[src/rtl/tiled_matrix_multiplier.sv]
// Signed N x N matrix multiplier C = A x B using LANES parallel MAC lanes, with an operand write port and a registered C read port.
// Optional macro SATURATE_EN: clamp C writes to the OW-bit signed range when the accumulator is wider than OW.
`timescale 1ns/1ps
module tiled_matrix_multiplier #(
   parameter int N     = 4,
   parameter int LANES = 2,
   parameter int DW    = 8,
   parameter int OW    = 32,
   parameter int IW    = ($clog2(N) < 1) ? 1 : $clog2(N)
) (
   input  logic          clk,
   input  logic          rst,
   input  logic          start,
   input  logic          ld_en,
   input  logic          ld_sel,
   input  logic [IW-1:0] ld_i,
   input  logic [IW-1:0] ld_j,
   input  logic [DW-1:0] ld_data,
   input  logic [IW-1:0] z_i,
   input  logic [IW-1:0] z_j,
   output logic [OW-1:0] z_out,
   output logic          busy,
   output logic          done
);
   localparam int GROUPS = N / LANES;
   localparam int GW     = (GROUPS < 2) ? 1 : $clog2(GROUPS);
   localparam int AW     = 2 * DW + IW;

   typedef enum logic [1:0] {IDLE, COMPUTE, DONE} state_t;

   state_t state, state_nxt;

   logic signed [DW-1:0]   a_mem [N][N];
   logic signed [DW-1:0]   b_mem [N][N];
   logic        [OW-1:0]   c_mem [N][N];

   logic [IW-1:0]          i_cnt, k_cnt;
   logic [GW-1:0]          g_cnt;
   logic signed [AW-1:0]   acc   [LANES];
   logic signed [2*DW-1:0] prod  [LANES];
   logic signed [AW-1:0]   fin   [LANES];
   logic [OW-1:0]          c_val [LANES];
   logic [IW-1:0]          col   [LANES];

   logic k_last, g_last, i_last;
   logic accept, ld_ok, rd_ok;

   assign k_last = (k_cnt == IW'(N - 1));
   assign g_last = (g_cnt == GW'(GROUPS - 1));
   assign i_last = (i_cnt == IW'(N - 1));
   assign accept = start && (state == IDLE || state == DONE);

   // Index range checks only matter when N does not fill the index space.
   generate
      if ((1 << IW) == N) begin : g_pow2
         assign ld_ok = 1'b1;
         assign rd_ok = 1'b1;
      end else begin : g_npow2
         assign ld_ok = (ld_i < IW'(N)) && (ld_j < IW'(N));
         assign rd_ok = (z_i < IW'(N)) && (z_j < IW'(N));
      end
   endgenerate

   // ---------------- FSM ----------------
   always_ff @(posedge clk or posedge rst) begin
      if (rst) state <= IDLE;
      else     state <= state_nxt;
   end

   always_comb begin
      state_nxt = state;
      unique case (state)
         IDLE:    if (start) state_nxt = COMPUTE;
         COMPUTE: if (k_last && g_last && i_last) state_nxt = DONE;
         DONE:    if (start) state_nxt = COMPUTE;
         default: state_nxt = IDLE;
      endcase
   end

   always_comb begin
      busy = (state == COMPUTE);
      done = (state == DONE);
   end

   // ---------------- Operand store ----------------
   // NOTE: A/B are plain RAM with no reset; adding one would block RAM inference and is never needed.
   always_ff @(posedge clk) begin
      if (ld_en && ld_ok && state != COMPUTE) begin
         if (ld_sel) b_mem[ld_i][ld_j] <= ld_data;
         else        a_mem[ld_i][ld_j] <= ld_data;
      end
   end

   // ---------------- Schedule counters: k innermost, then g, then i ----------------
   always_ff @(posedge clk or posedge rst) begin
      if (rst) begin
         i_cnt <= '0;
         g_cnt <= '0;
         k_cnt <= '0;
      end else if (accept) begin
         i_cnt <= '0;
         g_cnt <= '0;
         k_cnt <= '0;
      end else if (state == COMPUTE) begin
         if (k_last) begin
            k_cnt <= '0;
            if (g_last) begin
               g_cnt <= '0;
               i_cnt <= i_cnt + 1'b1;
            end else begin
               g_cnt <= g_cnt + 1'b1;
            end
         end else begin
            k_cnt <= k_cnt + 1'b1;
         end
      end
   end

   // ---------------- MAC lanes ----------------
   always_comb begin
      for (int l = 0; l < LANES; l++) begin
         col[l]  = IW'(int'(g_cnt) * LANES + l);
         prod[l] = (2*DW)'(a_mem[i_cnt][k_cnt]) * (2*DW)'(b_mem[k_cnt][col[l]]);
         fin[l]  = acc[l] + AW'(prod[l]);
      end
   end

   generate
      if (AW <= OW) begin : g_extend
         always_comb begin
            for (int l = 0; l < LANES; l++) c_val[l] = OW'(fin[l]);
         end
      end else begin : g_narrow
`ifdef SATURATE_EN
         localparam logic signed [AW-1:0] SAT_HI = {{(AW-OW+1){1'b0}}, {(OW-1){1'b1}}};
         localparam logic signed [AW-1:0] SAT_LO = {{(AW-OW+1){1'b1}}, {(OW-1){1'b0}}};
         always_comb begin
            for (int l = 0; l < LANES; l++) begin
               if (fin[l] > SAT_HI)      c_val[l] = SAT_HI[OW-1:0];
               else if (fin[l] < SAT_LO) c_val[l] = SAT_LO[OW-1:0];
               else                      c_val[l] = fin[l][OW-1:0];
            end
         end
`else
         always_comb begin
            for (int l = 0; l < LANES; l++) c_val[l] = fin[l][OW-1:0];
         end
`endif
      end
   endgenerate

   // C must read as zero after reset, so unlike A/B it is a resettable register array.
   always_ff @(posedge clk or posedge rst) begin
      if (rst) begin
         for (int l = 0; l < LANES; l++) acc[l] <= '0;
         for (int r = 0; r < N; r++)
            for (int c = 0; c < N; c++) c_mem[r][c] <= '0;
      end else if (state == COMPUTE) begin
         for (int l = 0; l < LANES; l++) begin
            if (k_last) begin
               c_mem[i_cnt][col[l]] <= c_val[l];
               acc[l]               <= '0;
            end else begin
               acc[l] <= fin[l];
            end
         end
      end
   end

   // ---------------- Read port ----------------
   always_ff @(posedge clk or posedge rst) begin
      if (rst)        z_out <= '0;
      else if (rd_ok) z_out <= c_mem[z_i][z_j];
      else            z_out <= '0;
   end

endmodule

[config.mk]
export PLATFORM = sky130hd
export DESIGN_NAME = tiled_matrix_multiplier
export DESIGN_NICKNAME = d
export VERILOG_FILES = /design/src/rtl/tiled_matrix_multiplier.sv
export SDC_FILE = /design/constraint.sdc
export NUM_CORES = 1
export LEC_CHECK = 0
export BUFFER_PORTS_ARGS = -buffer_cell sky130_fd_sc_hd__buf_2
export CAP_MARGIN = 10
export CORE_MARGIN = 2
export CORE_UTILIZATION = 39
export DETAILED_ROUTE_END_ITERATION = 12
export PLACE_DENSITY = 0.55
export SLEW_MARGIN = 0
export SYNTH_ARGS = -nofsm -noshare
export SYNTH_HDL_FRONTEND = slang
export SYNTH_SLANG_ARGS = --single-unit
[constraint.sdc]
create_clock -name clk -period 41.2 [get_ports clk]
set_input_delay 12.36 -clock clk [delete_from_list [all_inputs] [get_ports clk]]
set_output_delay 12.36 -clock clk [all_outputs]
set_load 0.01 [all_outputs]
* Yosys cells after proc, flatten, opt, wreduce, memory -nomap -nowiden
Memories as Yosys holds them, arrays and structs flattened. Index checks and enable logic that the tools add are counted. W data, S select, Z words.
Cells by class: shift operators 0, multipliers 2, divide/modulo/power cells 0, multiplexer cells 52, $add $sub $neg 6, reductions and logical operators 17, equal/unequal tests 7, bitwise logic cells 7, $lt $le $gt $ge 11
Operator list (count):
- $mux W512 | 3
- $bwmux W512 | 2
- $demux W128 S2 | 2
- $mux W128 | 4
- $bmux W128 S2 | 1
- $mux W32 | 6
- $demux W32 S2 | 2
- $bmux W32 S2 | 1
- $mux W8 | 7
- $bmux W8 S2 | 3
- $add A18 B16 Y18 | 2
- $mux W18 | 2
- $mul A8 B8 Y16 | 2
- $ge A3 B3 Y1 const B | 7
- $not A2 Y3 | 7
- $mux W2 | 9
- $demux W8 S2 | 1
- $lt A3 B1 Y1 const B | 4
- $logic_and A1 B1 Y1 | 8
- $mux W1 | 8
- $add A2 B1 Y2 const B | 3
- $eq A2 B2 Y1 const B | 3
- $ne A2 B1 Y1 const B | 3
- $reduce_bool A2 Y1 | 3
- other kinds (8) | 9
Storage, ports and cells: RAM bits 256, register bits after elaboration 587, memories 2, latch bits 0, output and inout bits 34, ROM bits 0, word-level logic and storage cells 127, input bits 21
Memories:
- a_mem | words 4, bits a word 32, rd ports 1, clocked after Yosys merged registers in 0, wr ports 1, line 33 | logic signed [DW-1:0] a_mem [N][N];
- b_mem | words 4, bits a word 32, rd ports 1, clocked after Yosys merged registers in 0, wr ports 1, line 34 | logic signed [DW-1:0] b_mem [N][N];

* Depth between registers and ports, before layout
word-level depth 12, depth in mapped cells 26, gate-level depth less buffers 22

* Worst setup path after synthesis
No wires, ideal clock.
kind input to register, from input z_i[0], to register z_out[0], setup slack 27019 ps, path buffers 2, data required time 41062 ps, setup time 138 ps, stages 4, arrival 14043 ps, path through clkbuf_1 -> buf_2 -> mux4_2 -> mux4_2
Between the ends: cells in the longest elaborated chain, start to end 7
RTL lines:
- start: declaration | line 19 | input logic [IW-1:0] z_i,
- $not A2 Y3 (not written as such) | line 173 | else if (rd_ok) z_out <= c_mem[z_i][z_j];
- $bmux W128 S2 | line 173
- $mux W128 (not written as such) (2 in series) | line 173
- $bmux W32 S2 | line 173
- $mux W32 (not written as such) (2 in series) | line 173
- end signal: assignment | line 173
- end: declaration | line 21 | output logic [OW-1:0] z_out,
Every way passes these cells. The select of a mux whose other input is x is not followed. A chain may end at the register's enable or synchronous reset.

* Worst setup path after layout
from register state[0], to output busy
Between the ends: cells in the longest elaborated chain, start to end 1
RTL lines:
- start: declaration | line 31 | state_t state, state_nxt;
- start signal: assignment | line 67 | else state <= state_nxt;
- $eq A2 B1 Y1 | line 81 | busy = (state == COMPUTE);
- end: declaration | line 22 | output logic busy,
Every way passes these cells.

==> reports/qor.csv <==
stage,metric,value,unit
setup_path,WP buf/inv,4,
setup_path,Critical Path Source,state[0],
setup_path,crit-path leading delay family,buffers and inverters,
final_layout,antenna cells,0,
clocking,"Reg clk slew, reported paths",60,ps
synth,register bit total from synthesis,605,
clocking,clk buf depth,3,
sta,RSZ-0062 raised after global routing,no,
drt,DRT Pass-1 Iters,5,
synth,post-synth top area share,27.6,%
floorplanning,# rows,104,
clocking,cts bufs inserted,69,
clocking,Hold Buf Count CTS,0,
grt,first-pass GRT wire length,119000,um
setup_path,Reg2Reg Launch Point,i_cnt[0],
grt,initial antenna violation count,0,
sta,worst slew pin tran,1220,ps
setup_path,Critical Path End,busy,
synth,synthesized instance count,2553,
floorplanning,core area,0.0804,sq mm
place,DPL Wire Length,48500,um
floorplanning,Initial Util,39.3,%
setup_path,R2R setup slack,33160,ps
drt,total routed wirelength,74200,um
sta,worst setup margin,26570,ps
setup_path,Reg-to-Reg End,c_mem[463],
worst_hold_path,Min-Delay Path Class,flip-flop to flip-flop,
synth,"Distinct cells, synth",65,
floorplanning,width of the die,289,um
sta,Sum Neg Setup Slack,0,ps
setup_path,crit-path cells,"nand2b_1, buf_4, inv_1, buf_4, buf_2",
setup_path,critical path required time,28840,ps
sta,minimum period implied by the final worst setup slack,14630,ps
sta,Slew Limit Headroom,18.4,%
place,Routability Congestion,0.780,
setup_path,crit end category,output pin,
clocking,H-tree depth,3,
synth,sequential share of the synthesized area,52.0,%
sta,crit share post-route,35.5,%
synth,Synth warnings,0,
setup_path,"most used cell, CP",buf_4,
flow_run,maxcap violations,0,
clocking,CTS Root Cell,clkbuf_16,
clocking,clk_lat worst skew,620,ps
setup_path,R2R cell count,18,
grt,pin count of the biggest net entering global routing,166,
place,I/O Buffers,54,
floorplanning,die area,0.0833,sq mm
final_layout,ratio of cells with drive above 1 in the final layout,14.9,%
synth,synthesized area,0.0316,sq mm
floorplanning,IO Pins,55,
setup_path,critical path launch point type,flip-flop,
synth,"top cells by count, synth","576 x nand2_1, 349 x dfrtp_1, 256 x edfxtp_1",
grt,Tot GR Track Use,18.4,%
sta,Fmax,0.0684,GHz
setup_path,Setup CP Type,flip-flop to output pin,
setup_path,CP arrival,2270,ps
clocking,CTS resizes,0,
clocking,setup bufs post-CTS,0,
final_layout,fin nets,2829,
status,status,finished clean,
setup_path,Critical Path Stages,5,
floorplanning,Die H,289,um
grt,grt total ovfl,0,
grt,vias in the first global route,20600,
synth,Post-synth EDFFs,256,
final_layout,synthesis-to-layout area growth,11.2,%
drt,vias per cell,5.22,
drt,DR DRC count,0,
drt,Routed Antenna Nets,0,
clocking,CTS tree,built,
synth,fraction of registers with async set/reset,57.7,%
synth,top-count cell post-synth,nand2_1,
setup_path,max incr delay on CP,440,ps
final_layout,fillers,7378,
drt,via count,19100,
final_layout,post-route cell area,0.0351,sq mm
setup_path,crit path max fanout,42,
clocking,# clock sinks,605,
sta,Hold WS,468,ps
drt,WL/cell,20.2,um
synth,"area leader, netlist",dfrtp_1,
synth,largest cells by area after synthesis,"dfrtp_1 28%, edfxtp_1 24%, mux4_2 11%, fa_1 10%, nand2_1 6.8%",
place,dpl cell area,0.0328,sq mm
setup_path,CP max stage cell,dfrtp_1,
synth,syn nets,2823,
sta,Clock Skews,51.2,ps
drt,Detailed Route Iter0 Violations,1501,
synth,top_reg_cell synth,dfrtp_1,
synth,Synth Area per Inst,12.4,sq um
sta,Max Slew Vio Count,0,
sta,final hold vios,0,
place,dpl ws,26210,ps
sta,setup violators final,0,
-- sequential cells by signal, summed over array words and instances (netlist names) --
signal and cells:
a_mem 128, acc 36, b_mem 128, c_mem 288, g_cnt 1, i_cnt 2, k_cnt 2, state 2
z_out 18
-- worst reg2reg max path, stage by stage (launching register included) --
cell       delay [ps]
dfrtp_2           340
buf_4             530
mux4_1            680
mux4_2            720
and2_1            520
fa_1              680
fa_1              460
fa_1              550
inv_1              50
fa_1              480
inv_1              40
ha_1              270
ha_1              350
a2111oi_0         500
o21ai_0           170
o21ai_1           370
o21ai_0           190
xnor2_1           750
o21ai_0           230
-- cell families (layout without fill, tap and decap cells) --
group | after synthesis | in the layout | synth area share [%]
adder cells (fa/ha/maj) | 249 | 249 | 13.7
buffers and inverters | 359 | 417 | 4.81
AO/OA/AOI/OAI | 293 | 293 | 5.07
XOR/XNOR | 35 | 35 | 0.970
multiplexers | 197 | 197 | 12.7
AND/OR/NAND/NOR | 815 | 815 | 10.8
flip-flops | 605 | 605 | 52.0
-- worst min path at each step --
stage	startpoint	endpoint	slack, ps	cells after the start
after CTS	c_mem[37]	c_mem[37]	480	2
after floorplan	c_mem[0]	c_mem[0]	440	2
after global routing	c_mem[37]	c_mem[37]	490	2
after detailed placement	c_mem[37]	c_mem[37]	460	2
final	c_mem[37]	c_mem[37]	470	2
after global placement	c_mem[320]	c_mem[320]	450	2
-- area by class of cell --
| type | instances | area [sq um] | area share, % |
|---|---|---|---|
| sequential | 605 | 16400 | 46.7 |
| inverter | 208 | 788 | 2.24 |
| tap | 1060 | 1330 | 3.77 |
| clock inverter | 31 | 454 | 1.29 |
| clock buffer | 92 | 1920 | 5.48 |
| multi-input combinational | 1589 | 13700 | 39.0 |
| timing repair buffer | 86 | 528 | 1.50 |
-- layer usage --
layer	routed length (um)	global-route usage, %	vias to the layer above
met5	0	0	-
met4	1720	5.00	0
met3	3150	2.57	130
met2	36600	31.4	454
met1	32800	24.9	9854
li1	-	-	8710
-- per-stage QoR --
stage	instances	util (%)
5_1_grt	3671	43.7
3_3_place_gp	3548	40.7
3_5_place_dp	3548	40.7
6_report	3671	43.7
2_1_floorplan	2553	-
4_1_cts	3671	43.7
-- cell usage in the layout, fill, tap and decap left out, drive strengths merged, types with 3 or more instances in the layout --
cell / instances
and2: 12
o21ai: 212
dfrtp: 349
clkbuf: 92
ha: 89
edfxtp: 256
nor2b: 29
nand2b: 26
mux2: 15
a22o: 3
and3: 9
mux2i: 23
nand3: 34
inv: 213
or3: 3
or2: 3
bufinv: 7
buf: 86
mux4: 159
o21a: 6
xor2: 8
xnor2: 27
clkinv: 19
o22ai: 4
nor4: 7
o31ai: 10
nand3b: 5
fa: 160
nand2: 576
a21o: 4
a21oi: 32
nor3: 7
nor2: 96
a21boi: 3
a211oi: 3
Power is not shown: default switching activity piles up to over one toggle a cycle in this logic, so the estimate is an artifact.
